`src/rtl/stack_pointer_unit.sv`:
```
// -----------------------------------------------------------------------------
// stack_pointer_unit
//
// Purpose:
//   This unit holds the stack pointer for a small CPU. It turns PUSH, POP and
//   LOAD_SP requests into a sequence of single-byte stack memory accesses.
//   PUSH writes at sp and then decrements sp, so it is a post-decrement.
//   POP increments sp and then reads at that address, so it is a
//   pre-increment; the read address is sp+1 while the byte is in flight.
//   The unit also keeps sticky overflow and underflow flags.
//
// Ports:
//   clk         in   rising-edge clock
//   reset       in   synchronous active-high reset
//   op_valid    in   operation request
//   op_kind     in   00 none, 01 PUSH, 10 POP, 11 LOAD_SP
//   op_bytes    in   byte count for PUSH/POP
//   load_value  in   new stack pointer for LOAD_SP
//   flag_clear  in   clears sticky overflow/underflow flags
//   op_ready    out  unit is idle; a request is accepted this cycle if valid
//   sp          out  current stack pointer (registered)
//   mem_en      out  stack memory access strobe
//   mem_we      out  stack memory write select
//   mem_addr    out  stack memory address for the current access
//   byte_index  out  0-based index of the byte being transferred
//   done        out  one-cycle completion pulse
//   overflow    out  sticky: a push tried to write below STACK_LIMIT
//   underflow   out  sticky: a pop tried to read with the stack empty
// -----------------------------------------------------------------------------
module stack_pointer_unit #(
  parameter int                    ADDR_WIDTH  = 8,
  parameter logic [ADDR_WIDTH-1:0] STACK_BASE  = 8'hFF,
  parameter logic [ADDR_WIDTH-1:0] STACK_LIMIT = 8'h60,
  parameter int                    CNT_WIDTH   = 2
) (
  input  logic                  clk,
  input  logic                  reset,
  input  logic                  op_valid,
  input  logic [1:0]            op_kind,
  input  logic [CNT_WIDTH-1:0]  op_bytes,
  input  logic [ADDR_WIDTH-1:0] load_value,
  input  logic                  flag_clear,
  output logic                  op_ready,
  output logic [ADDR_WIDTH-1:0] sp,
  output logic                  mem_en,
  output logic                  mem_we,
  output logic [ADDR_WIDTH-1:0] mem_addr,
  output logic [CNT_WIDTH-1:0]  byte_index,
  output logic                  done,
  output logic                  overflow,
  output logic                  underflow
);

  // ---------------------------------------------------------------------------
  // Constants
  // ---------------------------------------------------------------------------
  localparam logic [1:0] IDLE     = 2'd0;
  localparam logic [1:0] PUSH_SEQ = 2'd1;
  localparam logic [1:0] POP_SEQ  = 2'd2;

  localparam logic [1:0] KIND_NONE = 2'b00;
  localparam logic [1:0] KIND_PUSH = 2'b01;
  localparam logic [1:0] KIND_POP  = 2'b10;
  localparam logic [1:0] KIND_LOAD = 2'b11;

  localparam logic [ADDR_WIDTH-1:0] SP_ONE  = {{(ADDR_WIDTH-1){1'b0}}, 1'b1};
  localparam logic [CNT_WIDTH-1:0]  CNT_ONE = {{(CNT_WIDTH-1){1'b0}}, 1'b1};

  // ---------------------------------------------------------------------------
  // State
  // ---------------------------------------------------------------------------
  logic [1:0]            state_q, state_d;
  logic [ADDR_WIDTH-1:0] sp_q, sp_d;
  logic [CNT_WIDTH-1:0]  cnt_q, cnt_d;     // bytes still to transfer
  logic [CNT_WIDTH-1:0]  idx_q, idx_d;     // index of the current byte
  logic                  done_q, done_d;
  logic                  ovf_q, ovf_d;
  logic                  unf_q, unf_d;

  // ---------------------------------------------------------------------------
  // Request decode and per-cycle conditions
  // ---------------------------------------------------------------------------
  logic accept;
  logic push_ovf;     // this push byte would write below the limit
  logic pop_unf;      // this pop byte would read from an empty stack
  logic push_access;  // a real write happens this cycle
  logic pop_access;   // a real read happens this cycle
  logic last_byte;

  assign op_ready    = (state_q == IDLE);
  assign accept      = op_valid && op_ready && (op_kind != KIND_NONE);

  assign push_ovf    = (state_q == PUSH_SEQ) && (sp_q < STACK_LIMIT);
  assign pop_unf     = (state_q == POP_SEQ)  && (sp_q == STACK_BASE);
  assign push_access = (state_q == PUSH_SEQ) && !push_ovf;
  assign pop_access  = (state_q == POP_SEQ)  && !pop_unf;
  assign last_byte   = (cnt_q == CNT_ONE);

  // ---------------------------------------------------------------------------
  // Memory interface. The strobes and byte_index are forced to zero whenever
  // no access is made. The address is don't-care then, but it is still driven
  // deterministically.
  // ---------------------------------------------------------------------------
  always_comb begin
    mem_en     = 1'b0;
    mem_we     = 1'b0;
    mem_addr   = sp_q;
    byte_index = '0;
    if (push_access) begin
      mem_en     = 1'b1;
      mem_we     = 1'b1;
      mem_addr   = sp_q;
      byte_index = idx_q;
    end else if (pop_access) begin
      mem_en     = 1'b1;
      mem_we     = 1'b0;
      mem_addr   = sp_q + SP_ONE;      // pre-increment read address
      byte_index = idx_q;
    end
  end

  // ---------------------------------------------------------------------------
  // Sequencer next-state logic
  // ---------------------------------------------------------------------------
  always_comb begin
    state_d = state_q;
    sp_d    = sp_q;
    cnt_d   = cnt_q;
    idx_d   = idx_q;
    done_d  = 1'b0;

    case (state_q)
      IDLE: begin
        if (accept) begin
          case (op_kind)
            KIND_PUSH: begin
              if (op_bytes == '0) begin
                done_d = 1'b1;            // zero-length op: no access at all
              end else begin
                state_d = PUSH_SEQ;
                cnt_d   = op_bytes;
                idx_d   = '0;
              end
            end
            KIND_POP: begin
              if (op_bytes == '0) begin
                done_d = 1'b1;
              end else begin
                state_d = POP_SEQ;
                cnt_d   = op_bytes;
                idx_d   = '0;
              end
            end
            KIND_LOAD: begin
              sp_d   = load_value;
              done_d = 1'b1;
            end
            default: begin
              state_d = IDLE;
            end
          endcase
        end
      end

      PUSH_SEQ: begin
        if (push_ovf) begin
          // Abort the push and leave sp where it is.
          state_d = IDLE;
          cnt_d   = '0;
          idx_d   = '0;
          done_d  = 1'b1;
        end else begin
          sp_d  = sp_q - SP_ONE;
          cnt_d = cnt_q - CNT_ONE;
          idx_d = idx_q + CNT_ONE;
          if (last_byte) begin
            state_d = IDLE;
            idx_d   = '0;
            done_d  = 1'b1;
          end
        end
      end

      POP_SEQ: begin
        if (pop_unf) begin
          state_d = IDLE;
          cnt_d   = '0;
          idx_d   = '0;
          done_d  = 1'b1;
        end else begin
          sp_d  = sp_q + SP_ONE;
          cnt_d = cnt_q - CNT_ONE;
          idx_d = idx_q + CNT_ONE;
          if (last_byte) begin
            state_d = IDLE;
            idx_d   = '0;
            done_d  = 1'b1;
          end
        end
      end

      default: begin
        state_d = IDLE;
        cnt_d   = '0;
        idx_d   = '0;
      end
    endcase
  end

  // ---------------------------------------------------------------------------
  // Sticky flags. The clear is applied first and a new error is applied
  // after it, so an error detected in the same cycle as flag_clear stays set.
  // ---------------------------------------------------------------------------
  always_comb begin
    ovf_d = flag_clear ? 1'b0 : ovf_q;
    unf_d = flag_clear ? 1'b0 : unf_q;
    if (push_ovf) ovf_d = 1'b1;
    if (pop_unf)  unf_d = 1'b1;
  end

  // ---------------------------------------------------------------------------
  // Registers
  // ---------------------------------------------------------------------------
  always_ff @(posedge clk) begin
    if (reset) begin
      state_q <= IDLE;
      sp_q    <= STACK_BASE;
      cnt_q   <= '0;
      idx_q   <= '0;
      done_q  <= 1'b0;
      ovf_q   <= 1'b0;
      unf_q   <= 1'b0;
    end else begin
      state_q <= state_d;
      sp_q    <= sp_d;
      cnt_q   <= cnt_d;
      idx_q   <= idx_d;
      done_q  <= done_d;
      ovf_q   <= ovf_d;
      unf_q   <= unf_d;
    end
  end

  assign sp        = sp_q;
  assign done      = done_q;
  assign overflow  = ovf_q;
  assign underflow = unf_q;

endmodule

```
`config.mk`:
```
export PLATFORM = sky130hd
export DESIGN_NAME = stack_pointer_unit
export DESIGN_NICKNAME = d
export VERILOG_FILES = /design/src/rtl/stack_pointer_unit.sv
export SDC_FILE = /design/constraint.sdc
export NUM_CORES = 1
export LEC_CHECK = 0
export CAP_MARGIN = 30
export CORE_MARGIN = 10
export CORE_UTILIZATION = 50
export DETAILED_ROUTE_END_ITERATION = 6
export PLACE_DENSITY_LB_ADDON = 0.08
export SLEW_MARGIN = 15
export SYNTH_ARGS = -nofsm -noshare
export SYNTH_HDL_FRONTEND = slang
export SYNTH_SLANG_ARGS = --single-unit
```
`constraint.sdc`:
```
create_clock -name clk -period 3.97 [get_ports clk]
set_input_delay 0.397 -clock clk [delete_from_list [all_inputs] [get_ports clk]]
set_output_delay 0.397 -clock clk [all_outputs]
set_load 0.1 [all_outputs]
```
==> results of run 1 <==
flip-flops by register name (all words and copies together), names as in the netlist:
name,count
sp,8
overflow,1
underflow,1
state_q,2
cnt_q,2
idx_q,2
done,1
stage by stage:
step | power, W | hold slack, ns
global route | 0.000678 | 0.500
floorplan | 0.000480 | 0.432
detailed placement | 0.000552 | 0.451
global placement | 0.000546 | 0.447
CTS | 0.000650 | 0.478
finish | 0.000649 | 0.476
power breakdown:
group / switching (W) / internal, W / leakage (nW)
sequential: 0.0000311 / 0.000182 / 0.139
combinational: 0.000240 / 0.0000964 / 0.620
clock: 0.0000619 / 0.0000375 / 0.0177
routing by layer:
metal  global-route usage (%)  wire (um)
met2                     27.5       2230
met5                        0          0
met4                     4.33         22
met1                     16.7       1740
met3                     3.91        322
placed cells by master, fill, tap and decap left out, types with 3 or more instances in the layout:
cell type and instances:
nor2_1 14, a211oi_1 4, o21bai_1 3, nor3_1 4
clkdlybuf4s50_1 27, a211o_1 5, a21oi_1 16, ha_1 13
nand2_1 18, nand3_1 6, nand4_1 3, and2_1 3
a31oi_1 8, inv_1 11, dfxtp_1 17, o21ai_0 5
o21a_1 3, o2bb2ai_1 3, xnor2_1 6, clkbuf_4 3
buf_4 12, nand2b_1 4
worst max-delay path, cell delays in order (launching register included):
cell	delay, ns
dfxtp_1	0.37
inv_1	0.10
ha_1	0.50
inv_1	0.25
o21a_1	0.27
nor2_2	0.22
and2_1	0.17
buf_4	0.28
cells by family after synthesis:
logic type / count (synthesis)
AOI/OAI and AO/OA: 65
DFF: 17
adders and majority gates: 13
buffers and inverters: 27
muxes: 2
and+or+nand+nor: 75
xor gates and xnor gates: 7
final timing paths:
kind                                 start  slack [ns]            end  depth (start not counted)
worst max register to register  state_q[1]        1.67     state_q[0]                          7
worst min register to register    cnt_q[1]        0.48       cnt_q[1]                          1
worst min-delay path              cnt_q[1]        0.48       cnt_q[1]                          1
worst max-delay path            state_q[1]        1.11  byte_index[0]                          7
final cells by class:
type,instances,area (um^2)
well taps,44,55.1
fillers,259,1100
inverters,12,45.0
clock inverters,1,5.00
multi-input cells,162,1100
repair buffers,39,360
flip-flops and latches,17,340
clock buffers,3,22.5
==> impl_metrics.ini, run 1 <==
[global_route]
overflow = 0
antenna_found_initial = 0
grt_max_degree = 19
grt_pass1_wl_mm = 6.97
grt.total_usage_pct = 15.1
grt_pass1_vias = 1598

[finish]
diodes = 0
stdcell_count = 278
drive_above_1_share_pct = 10.3
finalNetCount = 264
final_area_um2 = 1930
area_growth_pct = 23.6
fin_util_pct = 63.6

[job]
maxCapViolCount = 0

[timing]
post-route-min-period_ns = 2.86
fin_ws_ns = 1.11
relSlewSlack_pct = 34.0
worst_pin_slew_ns = 0.986
fmax_mhz = 349
setup_viol = 0
setup-tns-final_ns = 0
hold_viol_final = 0
skew_ns = 0.00264
timing.final.crit_share_pct = 72.2
slew_violations = 0
rsz0062_at_grt = no

[yosys]
syn_area_per_cell_um2 = 7.57
synthDistinctLibCells = 49
synthMuxAreaShare_pct = 1.28
yosysMostFrequentCell = nand2_1
synth_commonest_cells = 18 x nand2_1, 17 x a21oi_1, 17 x dfxtp_1, 15 x nor2_1, 13 x ha_1
syn_nets = 235
synth_edf_count = 0
netlist_area_um2 = 1560
ys_ff_latch = 17
synthArstFlopShare_pct = 0
synth.top_cell.area_share_pct = 21.8
synth-simple-area-share_pct = 26.2
synthCells = 206
synth_compound_area_share_pct = 28.2
synthAdderAreaFrac_pct = 10.4
synth_warnings = 0
synth_xor_xnor_area_share_pct = 3.93
ys.flop_type = dfxtp_1
post-synth-top-area-cell = dfxtp_1
seq_area_frac_synth_pct = 21.8
synth_top_family_by_area = compound AO/OA/AOI/OAI gates
synth.area.top_cells = dfxtp_1 22%, ha_1 10%, a21oi_1 5.5%, nand2_1 4.3%, nor2_1 3.6%

[cts]
clk_pin_slew_ns = 0.11
cts.sinks = 17
cts_setup_buffers = 0
clock_path_buffers = 2
clk_latency_ns = 0.30
numCtsBuffers = 3
cts_resized = 0
holdBufCountCts = 0
root_buffer = clkbuf_4
cts_tree = built
htreeDepth = 1

[placement]
place_area_um2 = 1900
dp_hpwl_mm = 3.27
place_ws_ns = 1.41
io_buffers = 39
gp_congestion = 0.859
dp.cells = 274

[setup_path]
crit_type = flop to primary output
cp-end-kind = primary output
cp_max_fo = 16
start_kind = flop
critPathArrivalTime_ns = 2.47
cp_data_required_time_ns = 3.57

[floorplanning]
fp.dieH_um = 75.8
die_w_um = 75.8
io_pins = 40
start_util_pct = 51.5
row_count = 20
core_um2 = 3030
die-area_um2 = 5750

[route]
wl_mm = 4.32
drc_errors = 0
ant_nets = 0
vias_per_cell = 5.90
wire_per_inst_um = 15.5
num_vias = 1639
dr.pass1.iters = 4
drtIter0Drc = 218

[power_and_ir_drop]
leakagePower_nw = 0.776
peakVddDrop_uv = 205
power_density_nw_per_um2 = 337

[min_path]
hold_class = flop to flop

[run_status]
status = finished, final reports clean
Note: power is estimated with default switching activity, not from simulation.
==> inputs of run 2 (changes only) <==
CORE_UTILIZATION = 49   (was 50)
clock period = 2.9 ns   (was 3.97 ns; I/O delays follow)
==> run 2 against run 1 <==
Largest power group unchanged. Largest cell class unchanged. Sequential share of layout area is 1.7 points lower. Clock power up 41%. Power up 48%. Hold slack better by 0.0082 ns. Setup slack worse by 0.93 ns. Combinational power is 57% higher. Highest routed layer unchanged. Final area is 12% higher. Global-route usage down 0.55 points. First-iteration DRC count is the same.
==> impl_metrics.ini, run 2 (same netlist as run 1, synthesis figures left out) <==
[floorplanning]
io_pins = 40
die-area_um2 = 5840
core_um2 = 3050
row_count = 20
start_util_pct = 51.1
fp.dieH_um = 76.4
die_w_um = 76.4

[cts]
root_buffer = clkbuf_4
clock_path_buffers = 2
cts_tree = built
clk_latency_ns = 0.30
numCtsBuffers = 3
htreeDepth = 1
cts.sinks = 17
clk_pin_slew_ns = 0.11

[run_status]
status = finished, final reports clean

[timing]
skew_ns = 0.00239
worst_pin_slew_ns = 0.655
rsz0062_at_grt = no
setup_viol = 0
slew_violations = 0
relSlewSlack_pct = 56.3
fmax_mhz = 367
setup-tns-final_ns = 0
hold_viol_final = 0
post-route-min-period_ns = 2.73
timing.final.crit_share_pct = 94.0

[placement]
dp.cells = 276
dp_hpwl_mm = 3.37
io_buffers = 39
gp_congestion = 0.825

[route]
drc_errors = 0
wl_mm = 4.50
ant_nets = 0
drtIter0Drc = 218
num_vias = 1700
vias_per_cell = 6.07
dr.pass1.iters = 4
wire_per_inst_um = 16.1

[power_and_ir_drop]
leakagePower_nw = 0.879
power_density_nw_per_um2 = 447
clock_power_share_pct = 14.6
internal_power_w = 0.000481
switching_power_w = 0.000481
combPwrFrac_pct = 55.1
peakVddDrop_uv = 247
seqPwrFrac_pct = 30.4
sw_frac_of_total_pct = 50.0

[setup_path]
cpMaxStageDelayCell = ha_1
crit_type = flop to primary output
crit_chain = ha_1, inv_1, o21a_1, nor2_4, and2_2, buf_12
cp_data_required_time_ns = 2.61
cp-end-kind = primary output
critical_path.max_stage_delay_ns = 0.57
cp_max_fo = 16
start_kind = flop
critPathArrivalTime_ns = 2.44

[job]
maxCapViolCount = 0

[global_route]
antenna_found_initial = 0
grt_most_used_layer = met2
grt_pass1_wl_mm = 7.35
grt_util_met1_pct = 15.8
grt_max_degree = 19
overflow = 0
grt.total_usage_pct = 14.6
grt_use_met2_pct = 25.9
grt_use_met3_pct = 3.42
grt_pass1_vias = 1663

[finish]
diodes = 0
final_cell_mix = 18 x nand2_1, 16 x a21oi_1, 15 x clkdlybuf4s50_1, 15 x buf_4, 14 x dfxtp_1
stdcell_count = 280
area_growth_pct = 38.1
drive_above_1_share_pct = 22.0
final_common_cell = nand2_1
finalNetCount = 266
largest_reg_flops = 8

[min_path]
hold_class = flop to flop
[run 2: metrics by stage]
| stage | utilization (%) | cell area, um^2 | total power (W) | hold WS, ns | setup WS, ns |
|---|---|---|---|---|---|
| CTS | 70.5 | 2150 | 0.000961 | 0.485 | 0.116 |
| detailed placement | 69.6 | 2120 | 0.000825 | 0.461 | 0.444 |
| global route | 70.5 | 2150 | 0.00100 | 0.507 | 0.0146 |
| global placement | 69.6 | 2120 | 0.000814 | 0.450 | 0.522 |
| floorplan | - | 1670 | 0.000682 | 0.432 | -0.213 |
| finish | 70.5 | 2150 | 0.000962 | 0.484 | 0.173 |
[run 2: routing by layer]
metal | part of all wire (%) | wire [um]
met1 | 40 | 1820
met2 | 51 | 2310
met3 | 7.2 | 323
met4 | 1.2 | 55
met5 | 0 | 0
[run 2: cell type report]
type	instances	area, um^2
Clock buffer	3	22.5
Clock inverter	1	5.00
Fill cell	253	900
Inverter	12	45.0
Multi-Input combinational cell	162	1200
Sequential cell	17	344
Tap cell	44	55.1
Timing Repair Buffer	41	483
[run 2: final timing paths]
kind                                 endpoint  slack, ns       start  depth (start not counted)
worst min register to register       cnt_q[1]       0.48    cnt_q[1]                          1
worst max-delay path            byte_index[1]       0.17  state_q[0]                          6
worst max register to register     state_q[1]       0.54  state_q[0]                          6
worst min-delay path                 cnt_q[1]       0.48    cnt_q[1]                          1
[run 2: repair_timing]
action,in CTS,in global routing
hold buffers,0,0
setup endpoints to repair,0,2
gates resized for setup,0,1
endpoints found under the hold margin,0,0
setup buffers,0,0
[run 2: worst max-delay path: cells and delay by family, from the launching register on]
family          cells  cell delay (ns)
flops               1             0.43
buf+inv             2             0.47
compound gates      1             0.29
fa+ha+maj           1             0.57
simple gates        2             0.38
[run 2: power groups by stage]
stage	logic, W	registers, W	clock network (W)
finish	0.000530	0.000292	0.000140
global route	0.000555	0.000296	0.000153
CTS	0.000529	0.000291	0.000141
detailed placement	0.000528	0.000297	0
global placement	0.000519	0.000295	0
floorplan	0.000330	0.000353	0
